--- config.mk ---
export PLATFORM = sky130hd
export DESIGN_NAME = exc_seq_ctrl_flat
export DESIGN_NICKNAME = d
export VERILOG_FILES = /design/src/rtl/exc_seq_ctrl_if.sv /design/src/rtl/exc_seq_ctrl.sv /design/src/flat_wrapper.sv
export SDC_FILE = /design/constraint.sdc
export NUM_CORES = 1
export LEC_CHECK = 0
export ABC_CLOCK_PERIOD_IN_PS = 1520
export CORE_ASPECT_RATIO = 0.6
export CORE_MARGIN = 2
export CORE_UTILIZATION = 35
export DETAILED_ROUTE_END_ITERATION = 10
export PLACE_DENSITY = 0.76
export SYNTH_ARGS = -nofsm -noshare
export SYNTH_HDL_FRONTEND = slang
export SYNTH_SLANG_ARGS = --single-unit
--- constraint.sdc ---
create_clock -name clk -period 1.52 [get_ports clk]
set_input_delay 0.304 -clock clk [delete_from_list [all_inputs] [get_ports clk]]
set_output_delay 0.304 -clock clk [all_outputs]
set_load 0.01 [all_outputs]
--- src/rtl/exc_seq_ctrl_if.sv ---
// rtl/exc_seq_ctrl_if.sv - decode/CP0 bundle for the exception sequencing controller
// Purpose: groups the op handshake, CP0 access, redirect/flush and mfc0 return signals.
// Modports:
//   master - decode stage and CP0 side: drives op handshake inputs, cp0_rdata, cp0_exc_addr
//   slave  - exc_seq_ctrl: drives inst_ready, cp0_* requests, redirect/flush, mfc0 return, status
interface exc_seq_ctrl_if;
  logic        inst_valid;
  logic        inst_ready;
  logic [2:0]  op;
  logic        teq_eq;
  logic [31:0] inst_pc;
  logic [4:0]  addr_in;
  logic [31:0] wdata_in;
  logic [3:0]  cp0_choice;
  logic [3:0]  cp0_cause;
  logic [4:0]  cp0_addr;
  logic [31:0] cp0_wdata;
  logic [31:0] cp0_pc;
  logic [31:0] cp0_rdata;
  logic [31:0] cp0_exc_addr;
  logic        redirect;
  logic [31:0] redirect_pc;
  logic        flush;
  logic        mfc0_valid;
  logic [31:0] mfc0_data;
  logic [7:0]  exc_count;
  logic        busy;

  modport master (
    output inst_valid, op, teq_eq, inst_pc, addr_in, wdata_in, cp0_rdata, cp0_exc_addr,
    input  inst_ready, cp0_choice, cp0_cause, cp0_addr, cp0_wdata, cp0_pc,
           redirect, redirect_pc, flush, mfc0_valid, mfc0_data, exc_count, busy
  );

  modport slave (
    input  inst_valid, op, teq_eq, inst_pc, addr_in, wdata_in, cp0_rdata, cp0_exc_addr,
    output inst_ready, cp0_choice, cp0_cause, cp0_addr, cp0_wdata, cp0_pc,
           redirect, redirect_pc, flush, mfc0_valid, mfc0_data, exc_count, busy
  );
endinterface

--- src/rtl/exc_seq_ctrl.sv ---
// rtl/exc_seq_ctrl.sv - exception / eret / mtc0 / mfc0 sequencing controller
// Purpose: accepts one CP0-related op at a time from decode, sequences the CP0
//   request, the fetch redirect and pipeline flush, and returns mfc0 read data.
// Ports:
//   clk - clock, all state updates on its rising edge
//   rst - asynchronous active-low reset
//   bus - exc_seq_ctrl_if.slave: op handshake in, CP0 request/response,
//         redirect/flush strobes, mfc0 return, exception counter, busy
module exc_seq_ctrl #(
  parameter logic [3:0] SYSCALL = 4'b1000,
  parameter logic [3:0] BREAK   = 4'b1001,
  parameter logic [3:0] TEQ     = 4'b1101
) (
  input logic           clk,
  input logic           rst,
  exc_seq_ctrl_if.slave bus
);

  typedef enum logic [2:0] {
    S_IDLE = 3'd0,
    S_EXC  = 3'd1,
    S_VEC  = 3'd2,
    S_ERET = 3'd3,
    S_MTC0 = 3'd4,
    S_MFC0 = 3'd5
  } state_t;

  localparam logic [2:0] OP_SYSCALL = 3'b001;
  localparam logic [2:0] OP_BREAK   = 3'b010;
  localparam logic [2:0] OP_TEQ     = 3'b011;
  localparam logic [2:0] OP_ERET    = 3'b100;
  localparam logic [2:0] OP_MTC0    = 3'b101;
  localparam logic [2:0] OP_MFC0    = 3'b110;

  state_t      state_q, state_d;
  logic [2:0]  op_q, op_d;
  logic        teq_eq_q, teq_eq_d;
  logic [31:0] pc_q, pc_d;
  logic [4:0]  addr_q, addr_d;
  logic [31:0] wdata_q, wdata_d;
  logic [7:0]  exc_count_q, exc_count_d;
  logic [31:0] mfc0_data_q, mfc0_data_d;
  logic        mfc0_valid_q, mfc0_valid_d;

  logic        accept;
  logic [3:0]  choice;
  logic [3:0]  cause;
  logic [4:0]  cp0_addr;
  logic [31:0] cp0_wdata;
  logic [31:0] cp0_pc;
  logic        redirect;
  logic        flush;
  logic [31:0] redirect_pc;

  assign accept = bus.inst_valid && (state_q == S_IDLE);

  always_comb begin
    state_d      = state_q;
    op_d         = op_q;
    teq_eq_d     = teq_eq_q;
    pc_d         = pc_q;
    addr_d       = addr_q;
    wdata_d      = wdata_q;
    exc_count_d  = exc_count_q;
    mfc0_data_d  = mfc0_data_q;
    mfc0_valid_d = 1'b0;
    choice       = 4'b0000;
    cause        = 4'b0000;
    cp0_addr     = 5'd0;
    cp0_wdata    = 32'd0;
    cp0_pc       = 32'd0;
    redirect     = 1'b0;
    flush        = 1'b0;
    redirect_pc  = 32'd0;

    case (state_q)
      S_IDLE: begin
        if (accept) begin
          op_d     = bus.op;
          teq_eq_d = bus.teq_eq;
          pc_d     = bus.inst_pc;
          addr_d   = bus.addr_in;
          wdata_d  = bus.wdata_in;
          case (bus.op)
            OP_SYSCALL, OP_BREAK: state_d = S_EXC;
            // A teq that does not trap is consumed here with no CP0 activity.
            OP_TEQ:               state_d = bus.teq_eq ? S_EXC : S_IDLE;
            OP_ERET:              state_d = S_ERET;
            OP_MTC0:              state_d = S_MTC0;
            OP_MFC0:              state_d = S_MFC0;
            default:              state_d = S_IDLE;
          endcase
        end
      end
      S_EXC: begin
        choice = {teq_eq_q && (op_q == OP_TEQ), 3'b000};
        case (op_q)
          OP_SYSCALL: cause = SYSCALL;
          OP_BREAK:   cause = BREAK;
          OP_TEQ:     cause = TEQ;
          default:    cause = 4'b0000;
        endcase
        cp0_pc = pc_q;
        // Counter is bumped on entry to VEC so it already reads the new
        // value while the redirect strobe is up.
        if (exc_count_q != 8'hFF) begin
          exc_count_d = exc_count_q + 8'd1;
        end
        state_d = S_VEC;
      end
      S_VEC: begin
        redirect    = 1'b1;
        flush       = 1'b1;
        redirect_pc = bus.cp0_exc_addr;
        state_d     = S_IDLE;
      end
      S_ERET: begin
        choice      = 4'b0100;
        redirect    = 1'b1;
        flush       = 1'b1;
        redirect_pc = bus.cp0_exc_addr;
        state_d     = S_IDLE;
      end
      S_MTC0: begin
        choice    = 4'b0010;
        cp0_addr  = addr_q;
        cp0_wdata = wdata_q;
        state_d   = S_IDLE;
      end
      S_MFC0: begin
        choice       = 4'b0001;
        cp0_addr     = addr_q;
        mfc0_data_d  = bus.cp0_rdata;
        mfc0_valid_d = 1'b1;
        state_d      = S_IDLE;
      end
      default: begin
        state_d = S_IDLE;
      end
    endcase
  end

  always_ff @(posedge clk or negedge rst) begin
    if (!rst) begin
      state_q      <= S_IDLE;
      op_q         <= 3'd0;
      teq_eq_q     <= 1'b0;
      pc_q         <= 32'd0;
      addr_q       <= 5'd0;
      wdata_q      <= 32'd0;
      exc_count_q  <= 8'd0;
      mfc0_data_q  <= 32'd0;
      mfc0_valid_q <= 1'b0;
    end else begin
      state_q      <= state_d;
      op_q         <= op_d;
      teq_eq_q     <= teq_eq_d;
      pc_q         <= pc_d;
      addr_q       <= addr_d;
      wdata_q      <= wdata_d;
      exc_count_q  <= exc_count_d;
      mfc0_data_q  <= mfc0_data_d;
      mfc0_valid_q <= mfc0_valid_d;
    end
  end

  assign bus.inst_ready  = (state_q == S_IDLE);
  assign bus.busy        = (state_q != S_IDLE);
  assign bus.cp0_choice  = choice;
  assign bus.cp0_cause   = cause;
  assign bus.cp0_addr    = cp0_addr;
  assign bus.cp0_wdata   = cp0_wdata;
  assign bus.cp0_pc      = cp0_pc;
  assign bus.redirect    = redirect;
  assign bus.flush       = flush;
  assign bus.redirect_pc = redirect_pc;
  assign bus.mfc0_valid  = mfc0_valid_q;
  assign bus.mfc0_data   = mfc0_data_q;
  assign bus.exc_count   = exc_count_q;

endmodule

--- src/flat_wrapper.sv ---
// flat-port wrapper written by rule: the top's interface ports become plain ports
module exc_seq_ctrl_flat 
#(
  parameter logic [3:0] SYSCALL = 4'b1000,
  parameter logic [3:0] BREAK   = 4'b1001,
  parameter logic [3:0] TEQ     = 4'b1101
)
  (clk, rst, bus_inst_valid, bus_op, bus_teq_eq, bus_inst_pc, bus_addr_in, bus_wdata_in, bus_cp0_rdata, bus_cp0_exc_addr, bus_inst_ready, bus_cp0_choice, bus_cp0_cause, bus_cp0_addr, bus_cp0_wdata, bus_cp0_pc, bus_redirect, bus_redirect_pc, bus_flush, bus_mfc0_valid, bus_mfc0_data, bus_exc_count, bus_busy);
  exc_seq_ctrl_if bus_i ();
  input logic clk;
  input logic rst;
  input wire logic [$bits(bus_i.inst_valid)-1:0] bus_inst_valid;
  input wire logic [$bits(bus_i.op)-1:0] bus_op;
  input wire logic [$bits(bus_i.teq_eq)-1:0] bus_teq_eq;
  input wire logic [$bits(bus_i.inst_pc)-1:0] bus_inst_pc;
  input wire logic [$bits(bus_i.addr_in)-1:0] bus_addr_in;
  input wire logic [$bits(bus_i.wdata_in)-1:0] bus_wdata_in;
  input wire logic [$bits(bus_i.cp0_rdata)-1:0] bus_cp0_rdata;
  input wire logic [$bits(bus_i.cp0_exc_addr)-1:0] bus_cp0_exc_addr;
  output wire logic [$bits(bus_i.inst_ready)-1:0] bus_inst_ready;
  output wire logic [$bits(bus_i.cp0_choice)-1:0] bus_cp0_choice;
  output wire logic [$bits(bus_i.cp0_cause)-1:0] bus_cp0_cause;
  output wire logic [$bits(bus_i.cp0_addr)-1:0] bus_cp0_addr;
  output wire logic [$bits(bus_i.cp0_wdata)-1:0] bus_cp0_wdata;
  output wire logic [$bits(bus_i.cp0_pc)-1:0] bus_cp0_pc;
  output wire logic [$bits(bus_i.redirect)-1:0] bus_redirect;
  output wire logic [$bits(bus_i.redirect_pc)-1:0] bus_redirect_pc;
  output wire logic [$bits(bus_i.flush)-1:0] bus_flush;
  output wire logic [$bits(bus_i.mfc0_valid)-1:0] bus_mfc0_valid;
  output wire logic [$bits(bus_i.mfc0_data)-1:0] bus_mfc0_data;
  output wire logic [$bits(bus_i.exc_count)-1:0] bus_exc_count;
  output wire logic [$bits(bus_i.busy)-1:0] bus_busy;
  assign bus_i.inst_valid = bus_inst_valid;
  assign bus_i.op = bus_op;
  assign bus_i.teq_eq = bus_teq_eq;
  assign bus_i.inst_pc = bus_inst_pc;
  assign bus_i.addr_in = bus_addr_in;
  assign bus_i.wdata_in = bus_wdata_in;
  assign bus_i.cp0_rdata = bus_cp0_rdata;
  assign bus_i.cp0_exc_addr = bus_cp0_exc_addr;
  assign bus_inst_ready = bus_i.inst_ready;
  assign bus_cp0_choice = bus_i.cp0_choice;
  assign bus_cp0_cause = bus_i.cp0_cause;
  assign bus_cp0_addr = bus_i.cp0_addr;
  assign bus_cp0_wdata = bus_i.cp0_wdata;
  assign bus_cp0_pc = bus_i.cp0_pc;
  assign bus_redirect = bus_i.redirect;
  assign bus_redirect_pc = bus_i.redirect_pc;
  assign bus_flush = bus_i.flush;
  assign bus_mfc0_valid = bus_i.mfc0_valid;
  assign bus_mfc0_data = bus_i.mfc0_data;
  assign bus_exc_count = bus_i.exc_count;
  assign bus_busy = bus_i.busy;
  exc_seq_ctrl #(.SYSCALL(SYSCALL), .BREAK(BREAK), .TEQ(TEQ)) u_core (.clk(clk), .rst(rst), .bus(bus_i));
endmodule
==> out/results.md, run 1 <==
| Group | Parameter | This run |
| --- | --- | --- |
| drt | First-iteration detailed-routing DRC count | 216 |
| drt | Detail Route met3 WL | 1209 µm |
| setup path | Launching element type of the critical path | register |
| global routing | Antenna violations before repair | 1 |
| synthesis | Leading cell types by count after synthesis | dfrtp_1 (117), and2_1 (103), mux2_2 (60) |
| synthesis | Count of flip-flops with a built-in enable after synthesis | 0 |
| timing | Post-route worst setup slack | -0.5826 ns |
| outcome | Failing checks | negative setup slack |
| global routing | Maximum number of pins on one net before global-route repair | 84 |
| outcome | Outcome | finished, violations left |
| clock network | Later-pin clock latency in the skew report | 0.40 ns |
| clock network | Maximum root-to-sink buffer count | 2 |
| setup path | Data arrival time of the critical path | 1.80 ns |
| global routing | Final global-route overflow total | 0 |
| layout | Number of nets in the layout | 918 |
| layout | Fill cell total of the finished layout | 986 |
| timing | Final slew viol count | 0 |
| drt | Via-per-instance ratio | 4.582 |
| global routing | Global-route wire length before repair | 26,130 µm |
| floorplan | Number of cell rows | 35 |
| setup path | WS Path Type | register to output port |
| setup path | R2R Setup Slk | -0.51 ns |
| layout | FF+latch area | 2930 µm² |
| timing | Fin. Hold Viols | 0 |
| drt | Top Layer Used | met5 |
| layout | Area delta synth->final | 100.9% |
| setup path | Largest driver fanout on the critical path | 8 |
| drt | DRC viols | 0 |
| timing | Clock tree skew after final layout | 0.01001 ns |
| layout | Number of antenna diodes | 0 |
| synthesis | Netlist cell types | 33 |
| synthesis | Number of instances in the synthesized netlist | 400 |
| synthesis | Count leader, synth | dfrtp_1 |
| clock network | Worst-path clk slew | 0.06 ns |
| drt | Metal1 wirelength | 8964 µm |
| clock network | Sink count of the clock tree | 117 |
| place | Weighted congestion at the end of routability-driven global placement | 0.8340 |
| drt | ANT nets after route | 0 |
| drt | Router iterations before antenna repair | 4 |
| floorplan | Starting density of the core | 35.76% |
| setup path | Worst path required time | 1.22 ns |
| synthesis | Leading post-synthesis cells by cell area | dfrtp_1 (53%), mux2_4 (13%), mux2_2 (12%) |
| drt | Routed wirelength normalized by instance count | 20.05 µm |
| floorplan | Die boundary height | 100.9 µm |
| synthesis | Async set-reset flop share out of synthesis | 100.0% |
| layout | Area occupied by multi-input gates | 2715 µm² |
| clock network | Clock tree from TritonCTS | yes |
| timing | Total negative slack for setup checks | -91.77 ns |
| synthesis | Yosys warns | 0 |
| place | PortBufs | 292 |
| layout | Layout cell share with drive strength beyond 1 | 58.35% |
| synthesis | Synth Cell Area | 5480 µm² |
| synthesis | Avg Cell Area, Syn | 13.70 µm² |
| global routing | Global-route total usage across every layer | 20.60% |
| global routing | Via count of the first global-routing pass | 4,709 |
| floorplan | Area of the die | 16,710 µm² |
| floorplan | Core Region | 15,330 µm² |
| timing | Final clock period utilization by the worst path | 138.3% |
| synthesis | Area share of the leading cell type in the synthesized netlist | 53.42% |
| synthesis | Number of nets produced by synthesis | 541 |
| pwr | Power density cells | 1249 nW/µm² |
| drt | Total wirelength of the detailed-routed design | 19,910 µm |
| synthesis | Prevailing post-synth register cell | dfrtp_1 |
| timing | Worst hold margin | 0.5023 ns |
| timing | Fin crit period | 2.103 ns |
| clock network | Number of clock buffers inserted by TritonCTS | 17 |
| min path | Min-delay worst type | register to register |
| drt | DR vias | 4,550 |
| pwr | Maximum vdd ir drop | 0.7609 mV |
| drt | Amount of wire on met2 after detailed routing | 9606 µm |
| floorplan | Chip width | 165.5 µm |
| pwr | Total power | 13.75 mW |
| timing | Setup repair after global routing missed its margin | yes |
| timing | Final setup violation count | 226 |
| clock network | Number of levels the H-tree was split into | 4 |
| setup path | Critical Path End Type | output port |
| pwr | Leakage component of the power | 5.411 nW |
| floorplan | Boundary pin count | 294 |
| place | Post-detail-place hpwl | 11,760 µm |
| synthesis | Yosys top cell by area | dfrtp_1 |
| flow run | Max capacitance violation total | 0 |
| synthesis | Portion of the post-synthesis area used by sequential elements | 53.42% |
| synthesis | Flip-flop and latch count after synthesis | 117 |
| clock network | Cell at the root of the clock tree | clkbuf_16 |
| timing | Highest attainable clock frequency | 0.4756 GHz |
[power breakdown]
part	internal (mW)	total (mW)	switching, mW	leakage [nW]
combinational	3.22	4.92	1.70	3.74
sequential	4.05	4.65	0.600	1.38
clock	2.62	4.19	1.56	0.295
total	9.89	13.8	3.86	5.41
[layout by cell type, fill, tap and decap left out, drive strengths merged, types with 3 or more instances in the layout]
| cell type | Yosys | final |
|---|---|---|
| a21oi | 3 | 3 |
| and2 | 104 | 105 |
| and3 | 4 | 4 |
| buf | 15 | 188 |
| bufinv | 0 | 3 |
| clkbuf | 9 | 30 |
| clkdlybuf4s50 | 0 | 138 |
| clkinv | 0 | 3 |
| clkinvlp | 0 | 3 |
| dfrtp | 117 | 117 |
| dlymetal6s2s | 0 | 41 |
| inv | 2 | 8 |
| mux2 | 108 | 108 |
| nand2 | 5 | 5 |
| nor2 | 4 | 4 |
| nor2b | 6 | 6 |
| o21ai | 3 | 3 |
| xnor2 | 3 | 3 |
[per-stage QoR]
stage	std cells	cell area (µm²)	worst slack, ns	util (%)
after global routing	993	11010	-0.6440	71.84
after detailed placement	898	8757	-0.5433	57.13
after floorplan	400	5488	-0.2272	-
after CTS	966	9724	-0.5780	63.44
final	993	11010	-0.5826	71.84
after global placement	898	8757	-0.5196	57.13
[logic make-up after synthesis]
logic type	count (synthesis)	synth area share [%]
simple gates	132	14.86
flops	117	53.42
mux	108	25.48
buf+inv	26	4.018
compound gates	11	1.278
xor+xnor	4	0.6394
fa+ha+maj	1	0.2283
other cells	1	0.06843
[sequential cells by signal (all words and copies together), names as in the netlist]
signal	flops
u_core.addr_q	5
u_core.bus.exc_count	8
u_core.bus.mfc0_data	32
u_core.bus.mfc0_valid	1
u_core.op_q	3
u_core.pc_q	32
u_core.state_q	3
u_core.teq_eq_q	1
u_core.wdata_q	32
[worst paths after layout]
check,start,endpoint,depth (start not counted)
max,u_core.state_q[1]$_DFFE_PN0P_,bus_cp0_wdata[20],7
min,u_core.bus.mfc0_data[6]$_DFFE_PN0P_,u_core.bus.mfc0_data[6]$_DFFE_PN0P_,1
max reg2reg,u_core.state_q[2]$_DFFE_PN0P_,u_core.pc_q[31]$_DFFE_PN0P_,7
min reg2reg,u_core.bus.mfc0_data[6]$_DFFE_PN0P_,u_core.bus.mfc0_data[6]$_DFFE_PN0P_,1
max in group asynchronous,rst,u_core.state_q[2]$_DFFE_PN0P_,3
min in group asynchronous,rst,u_core.bus.mfc0_data[20]$_DFFE_PN0P_,3
[final cells by class]
cell class | count | area share, %
flip-flops and latches | 117 | 26.61
clock inverters | 15 | 1.750
repair buffers | 381 | 40.72
well taps | 203 | 2.307
inverters | 2 | 0.09091
clock buffers | 17 | 3.864
multi-input cells | 258 | 24.66
[worst max-delay path: stages, from the launching register on]
cell and delay [ns]:
dfrtp_2 0.45, buf_6 0.13, nor2b_4 0.10, and2b_2 0.19, buf_6 0.14, clkbuf_16 0.15
and2_4 0.14, buf_6 0.09
[what timing repair did]
item,CTS,global route
endpoints found under the setup margin,265,268
setup buffers,27,13
pin swaps,29,58
hold buffers,1,0
gates resized for setup,558,219
cloned,9,17
hold endpoints to repair,117,0
[layer usage]
metal / track usage [%] / vias to the layer above
met3: 5.718 / 9
met1: 28.73 / 2262
met4: 3.316 / 2
li1: - / 2114
met2: 32.72 / 163
met5: 0 / -
No activity file was read; power rests on OpenSTA's default activity.
==> run 2: changes to the inputs <==
--- a/config.mk
+++ b/config.mk
@@ -10,7 +10,7 @@
 export CORE_MARGIN = 2
 export CORE_UTILIZATION = 35
 export DETAILED_ROUTE_END_ITERATION = 10
-export PLACE_DENSITY = 0.76
+export PLACE_DENSITY = 0.73
 export SYNTH_ARGS = -nofsm -noshare
 export SYNTH_HDL_FRONTEND = slang
 export SYNTH_SLANG_ARGS = --single-unit
==> run 2 against run 1 <==
  * The run still ends with negative setup slack left
  * Global-route usage decreased by 1.3 points
  * Critical path depth is 1 higher
  * Count of clock-buffer cells in the layout unchanged
  * Cell count shrank 1.0%
  * Power fell by 3.5%
  * Via count decreased by 2.2%
  * Clock skew up 0.0018 ns
  * Die area unchanged
  * Wire length is 5.8% lower
  * Sequential share of layout area grew 0.99 points
  * Non-clock buffer count fell by 9
  * Cell area fell by 3.6%
  * Critical path type is now register to register
  * Largest power group unchanged
  * Highest routed layer is now met4
==> out/results.md, run 2 (same netlist as run 1, synthesis figures left out) <==
| Group | Parameter | This run |
| --- | --- | --- |
| setup path | Critical Path End Type | register |
| setup path | Critical path's slowest cell | dfrtp_1 |
| place | Weighted congestion at the end of routability-driven global placement | 0.8236 |
| drt | ANT nets after route | 0 |
| floorplan | Boundary pin count | 294 |
| setup path | Critical R2R Launch | u_core.state_q[2]$_DFFE_PN0P_ |
| outcome | Failing checks | negative setup slack |
| timing | Final setup violation count | 219 |
| setup path | Critical path's largest stage delay | 0.40 ns |
| timing | Clock tree skew after final layout | 0.01181 ns |
| floorplan | Chip width | 165.5 µm |
| layout | Most common cell after layout, fill and taps aside | clkdlybuf4s50_1 |
| pwr | Total power | 13.28 mW |
| setup path | WS Path Type | register to register |
| clock network | Clock tree from TritonCTS | yes |
| setup path | Crit path buffers/inverters | 5 |
| floorplan | Die boundary height | 100.9 µm |
| layout | Number of nets in the layout | 908 |
| setup path | R2R Setup Slk | -0.60 ns |
| pwr | Maximum vdd ir drop | 0.7087 mV |
| layout | Post-route cell area | 10,610 µm² |
| timing | Final slew viol count | 0 |
| drt | First-iteration detailed-routing DRC count | 171 |
| pwr | Leakage component of the power | 5.327 nW |
| floorplan | Number of cell rows | 35 |
| drt | Routed wirelength normalized by instance count | 19.08 µm |
| timing | Post-route worst setup slack | -0.5965 ns |
| clock network | Worst-path clk slew | 0.06 ns |
| clock network | Sink count of the clock tree | 117 |
| layout | Number of antenna diodes | 0 |
| setup path | Crit path max-delay family | buffers and inverters |
| drt | Router iterations before antenna repair | 4 |
| outcome | Outcome | finished, violations left |
| timing | Final clock period utilization by the worst path | 139.2% |
| min path | Min-delay worst type | input pin to asynchronous set/reset pin |
| drt | Via-per-instance ratio | 4.528 |
| setup path | Launching element type of the critical path | register |
| clock network | Later-pin clock latency in the skew report | 0.40 ns |
| flow run | Max capacitance violation total | 0 |
| global routing | Via count of the first global-routing pass | 4,564 |
| global routing | Global-route total usage across every layer | 19.31% |
| drt | DRC viols | 0 |
| setup path | CP most frequent cell | buf_4 |
| timing | Setup repair after global routing missed its margin | yes |
| timing | Fin crit period | 2.116 ns |
| clock network | Number of levels the H-tree was split into | 4 |
| place | Placed Area | 8737 µm² |
| pwr | Power density cells | 1251 nW/µm² |
| global routing | Final global-route overflow total | 0 |
| place | PortBufs | 292 |
| timing | Worst hold margin | 0.4776 ns |
| clock network | Maximum root-to-sink buffer count | 2 |
| layout | Final core utilization | 69.24% |
| place | Post-detail-place hpwl | 11,630 µm |
| drt | Total wirelength of the detailed-routed design | 18,760 µm |
| clock network | Number of clock buffers inserted by TritonCTS | 17 |
| setup path | Data arrival time of the critical path | 2.40 ns |
| layout | Area delta synth->final | 93.65% |
| global routing | Global-route wire length before repair | 24,840 µm |
| timing | Fin. Hold Viols | 0 |
| floorplan | Area of the die | 16,710 µm² |
| clock network | Cell at the root of the clock tree | clkbuf_16 |
| setup path | First element of the critical path | u_core.state_q[2]$_DFFE_PN0P_ |
| layout | Layout cell share with drive strength beyond 1 | 54.74% |
| floorplan | Core Region | 15,330 µm² |
| setup path | R2R cell count | 8 |
| global routing | Maximum number of pins on one net before global-route repair | 64 |
| floorplan | Starting density of the core | 35.76% |
| setup path | Worst path required time | 1.80 ns |
| timing | Highest attainable clock frequency | 0.4725 GHz |
| setup path | Sequence of cells on the critical path | buf_4, buf_4, or3_4, inv_4, and2_4, buf_12, clkbuf_16, mux2_2 |
| setup path | Largest driver fanout on the critical path | 8 |
| drt | DR vias | 4,451 |
| setup path | R2r endpoint | u_core.pc_q[4]$_DFFE_PN0P_ |
| layout | Commonest cells after routing, fill and taps aside | clkdlybuf4s50_1 (138), dfrtp_1 (116), buf_6 (109) |
| global routing | Antenna violations before repair | 0 |
[run 2: final cells by class]
class	count	area, µm²
Timing Repair Buffer	372	4135
Multi-Input combinational cell	257	2704
Tap cell	203	254.0
Fill cell	1065	4715
Clock inverter	15	155.1
Clock buffer	17	425.4
Sequential cell	117	2929
Inverter	2	10.01
[run 2: layer usage]
| metal | GRT usage, % | vias up | share of wire (%) |
|---|---|---|---|
| met5 | 0 | - | 0 |
| met4 | 4.509 | 0 | 0.50 |
| met3 | 5.882 | 9 | 7.5 |
| met2 | 30.35 | 157 | 47 |
| met1 | 26.30 | 2202 | 45 |
| li1 | - | 2083 | - |
[run 2: how the worst max path moves through the flow]
stage / endpoint / slack (ns) / cells after the start
after global routing: u_core.pc_q[4]$_DFFE_PN0P_ / -0.67 / 8
after detailed placement: bus_redirect_pc[9] / -0.45 / 4
after CTS: bus_cp0_pc[2] / -0.58 / 6
after global placement: bus_cp0_cause[3] / -0.56 / 4
after floorplan: u_core.addr_q[0]$_DFFE_PN0P_ / -0.23 / 6
final: u_core.pc_q[4]$_DFFE_PN0P_ / -0.60 / 8
[run 2: power by group]
part | internal (mW) | total (mW) | switching (mW)
sequential | 4.04 | 4.60 | 0.553
clock | 2.43 | 3.95 | 1.53
combinational | 3.10 | 4.73 | 1.63
[run 2: what timing repair did]
item | in CTS | in global routing
pin swaps | 2 | 63
buffers inserted | 12 | 21
gates cloned | 5 | 17
hold buffers | 1 | 0
setup endpoints to repair | 262 | 268
resized for setup | 471 | 282
hold endpoints to repair | 117 | 0
[run 2: through the flow]
step / TNS, ns / worst slack, ns / cells
2_1_floorplan: -17.16 / -0.2272 / 400
3_3_place_gp: -70.00 / -0.5571 / 897
3_5_place_dp: -74.83 / -0.4482 / 897
4_1_cts: -95.92 / -0.5790 / 947
5_1_grt: -110.73 / -0.6709 / 983
6_report: -95.94 / -0.5965 / 983
[run 2: worst register-to-register path, cell delays in order, from the launching register on]
cell	delay (ns)
dfrtp_1	0.40
buf_4	0.14
buf_4	0.12
or3_4	0.39
inv_4	0.07
and2_4	0.21
buf_12	0.16
clkbuf_16	0.18
mux2_2	0.34
==> run 3: changes to the inputs <==
--- a/config.mk
+++ b/config.mk
@@ -7,10 +7,10 @@
 export LEC_CHECK = 0
 export ABC_CLOCK_PERIOD_IN_PS = 1520
 export CORE_ASPECT_RATIO = 0.6
-export CORE_MARGIN = 2
-export CORE_UTILIZATION = 35
+export CORE_MARGIN = 5
+export CORE_UTILIZATION = 36
 export DETAILED_ROUTE_END_ITERATION = 10
-export PLACE_DENSITY = 0.73
+export PLACE_DENSITY = 0.75
 export SYNTH_ARGS = -nofsm -noshare
 export SYNTH_HDL_FRONTEND = slang
 export SYNTH_SLANG_ARGS = --single-unit
==> run 3 against run 2 <==
  * The run still ends with negative setup slack left
  * Wire length increased by 4.0%
  * Non-clock buffer count decreased by 12
  * Fmax decreased by 3.8%
  * Sequential power increased by 0.9%
  * Critical endpoint is now bus_cp0_addr[4]
  * Largest cell class unchanged
==> out/results.md, run 3 (same netlist as run 1, synthesis figures left out) <==
| Group | Parameter | This run |
| --- | --- | --- |
| outcome | Outcome | finished, violations left |
| outcome | Failing checks | negative setup slack |
| timing | Final setup violation count | 227 |
| timing | Clock tree skew after final layout | 0.01024 ns |
| global routing | Met3 capacity usage during global routing | 6.958% |
| pwr | Power density cells | 1302 nW/µm² |
| timing | Final slew viol count | 0 |
| pwr | Switching component of the power | 3.722 mW |
| pwr | Leakage component of the power | 5.299 nW |
| setup path | Launching element type of the critical path | register |
| place | Weighted congestion at the end of routability-driven global placement | 0.8221 |
| drt | Router iterations before antenna repair | 4 |
| setup path | Critical path's slowest cell | clkdlybuf4s50_1 |
| global routing | Global-route wire length before repair | 26,270 µm |
| drt | Total wirelength of the detailed-routed design | 19,510 µm |
| setup path | Critical path's largest stage delay | 0.54 ns |
| pwr | Maximum vdd ir drop | 0.7033 mV |
| global routing | Final global-route overflow total | 0 |
| place | Count of placed standard cells including taps | 893 |
| flow run | Max capacitance violation total | 0 |
| setup path | Crit path buffers/inverters | 2 |
| setup path | Largest driver fanout on the critical path | 7 |
| drt | Routed wirelength normalized by instance count | 20.19 µm |
| setup path | R2r endpoint | u_core.wdata_q[8]$_DFFE_PN0P_ |
| layout | Number of nets in the layout | 896 |
| layout | Area delta synth->final | 86.78% |
| setup path | R2R cell count | 8 |
| pwr | Seq pwr share | 34.8% |
| global routing | Met1 track demand over resource | 25.12% |
| layout | Commonest cells after routing, fill and taps aside | clkdlybuf4s50_1 (140), dfrtp_1 (115), mux2_4 (73) |
| global routing | Via count of the first global-routing pass | 4,495 |
| floorplan | Boundary pin count | 294 |
| place | PortBufs | 292 |
| drt | Via-per-instance ratio | 4.595 |
| drt | First-iteration detailed-routing DRC count | 170 |
| timing | Highest attainable clock frequency | 0.4545 GHz |
| clock network | Number of clock buffers inserted by TritonCTS | 17 |
| floorplan | Chip width | 169.3 µm |
| pwr | Net Sw Frac | 27.94% |
| setup path | Sequence of cells on the critical path | nor2b_4, buf_6, and2_1, clkdlybuf4s50_1 |
| min path | Min-delay worst type | input pin to asynchronous set/reset pin |
| layout | Layout cell share with drive strength beyond 1 | 47.92% |
| clock network | Sink count of the clock tree | 117 |
| layout | Fill cell total of the finished layout | 1,076 |
| timing | Setup repair after global routing missed its margin | yes |
| timing | Final clock period utilization by the worst path | 144.7% |
| floorplan | Number of cell rows | 34 |
| floorplan | Core Region | 14,720 µm² |
| setup path | Critical R2R Launch | u_core.state_q[0]$_DFFE_PN0P_ |
| setup path | Critical Path End Type | output port |
| floorplan | Starting density of the core | 37.23% |
| clock network | Clock tree from TritonCTS | yes |
| timing | Post-route worst setup slack | -0.6800 ns |
| setup path | R2R Setup Slk | -0.55 ns |
| floorplan | Die boundary height | 105.6 µm |
| setup path | WS Path Type | register to output port |
| layout | Most common cell after layout, fill and taps aside | clkdlybuf4s50_1 |
| global routing | Antenna violations before repair | 0 |
| setup path | Crit path max-delay family | buffers and inverters |
| pwr | Total power | 13.32 mW |
| pwr | Clock Power Share | 32.0% |
| floorplan | Area of the die | 17,870 µm² |
| setup path | Worst path required time | 1.22 ns |
| clock network | Cell at the root of the clock tree | clkbuf_16 |
| drt | DRC viols | 0 |
| pwr | Combinational fraction of design power | 33.2% |
| clock network | Maximum root-to-sink buffer count | 2 |
| layout | Number of cells in the finished layout apart from fillers | 966 |
| timing | Fin. Hold Viols | 0 |
| layout | Number of antenna diodes | 0 |
| drt | DR vias | 4,439 |
| pwr | Internal power consumption | 9.601 mW |
| place | Post-detail-place hpwl | 13,190 µm |
| global routing | Layer with the highest usage after global routing | met2 |
| clock network | Later-pin clock latency in the skew report | 0.40 ns |
| clock network | Number of levels the H-tree was split into | 4 |
| drt | ANT nets after route | 0 |
| global routing | Maximum number of pins on one net before global-route repair | 40 |
| global routing | Global routing usage on met2 | 29.69% |
| timing | Fin crit period | 2.200 ns |
| clock network | Worst-path clk slew | 0.06 ns |
| global routing | Global-route total usage across every layer | 18.68% |
| setup path | Data arrival time of the critical path | 1.90 ns |
[run 3: cell count changes in the layout (fill, tap and decap cells not counted), sizes merged]
cell           previous run  this run
clkbuf                   28        46
dlymetal6s2s             41        51
buf                     181       139
bufinv                    2         3
clkinvlp                  0         2
clkdlybuf4s50           138       140
inv                       5        10
clkinv                   10         1
clkdlybuf4s15             0         1
[run 3: metal layers]
| metal | up-vias | wire, µm | share of wire [%] |
|---|---|---|---|
| met5 | - | 0 | 0 |
| met4 | 0 | 44 | 0.23 |
| met3 | 7 | 1594 | 8.2 |
| met2 | 168 | 9315 | 48 |
| met1 | 2196 | 8554 | 44 |
| li1 | 2068 | - | - |
[run 3: worst register-to-register path, delay by kind of cell, from the launching register on]
kind	cells	cell delay (ns)
flops	1	0.40
simple gates	2	0.62
buf+inv	5	0.64
mux	1	0.29
[run 3: final cells by class]
cell class                      instances  area (µm²)  area share (%)
Inverter                                2       10.01         0.09779
Tap cell                              198       247.7           2.420
Clock buffer                           18       439.2           4.290
Clock inverter                         14       188.9           1.846
Sequential cell                       117        2930           28.63
Multi-Input combinational cell        257        2615           25.55
Timing Repair Buffer                  360        3805           37.17
[run 3: worst max-delay path by stage]
stage / startpoint / depth (start not counted) / slack, ns / endpoint
finish: u_core.state_q[2]$_DFFE_PN0P_ / 4 / -0.68 / bus_cp0_addr[4]
floorplan: u_core.state_q[1]$_DFFE_PN0P_ / 6 / -0.23 / u_core.addr_q[0]$_DFFE_PN0P_
detailed placement: u_core.state_q[2]$_DFFE_PN0P_ / 5 / -0.50 / bus_cp0_wdata[1]
global placement: u_core.state_q[2]$_DFFE_PN0P_ / 5 / -0.49 / bus_cp0_wdata[1]
CTS: u_core.state_q[1]$_DFFE_PN0P_ / 4 / -0.85 / bus_cp0_pc[1]
global route: u_core.state_q[2]$_DFFE_PN0P_ / 4 / -0.75 / bus_cp0_addr[4]
[run 3: power by group through the flow]
stage          registers (mW)  clock network, mW  logic, mW
5_1_grt                  4.75               4.50       4.69
6_report                 4.64               4.26       4.42
3_5_place_dp             4.63                  0       3.93
3_3_place_gp             4.60                  0       3.83
4_1_cts                  4.60               4.36       3.89
2_1_floorplan            4.66                  0       1.74
[run 3: per-stage QoR]
stage | setup slack, ns | area [µm²] | TNS, ns | hold WS [ns] | util [%]
2_1_floorplan | -0.2272 | 5488 | -17.16 | 0.008409 | -
3_3_place_gp | -0.4928 | 8763 | -72.94 | 0.2271 | 59.54
3_5_place_dp | -0.4973 | 8763 | -79.12 | 0.2311 | 59.54
4_1_cts | -0.8536 | 9278 | -113.94 | 0.3640 | 63.03
5_1_grt | -0.7528 | 10240 | -105.64 | 0.3701 | 69.54
6_report | -0.6800 | 10240 | -92.55 | 0.3670 | 69.54
[run 3: repair_timing]
| item | CTS | global route |
|---|---|---|
| hold buffers | 1 | 0 |
| buffers inserted | 4 | 24 |
| endpoints found under the hold margin | 18 | 0 |
| cloned | 0 | 14 |
| endpoints found under the setup margin | 267 | 268 |
| resized for setup | 235 | 334 |
| pin swaps | 1 | 33 |
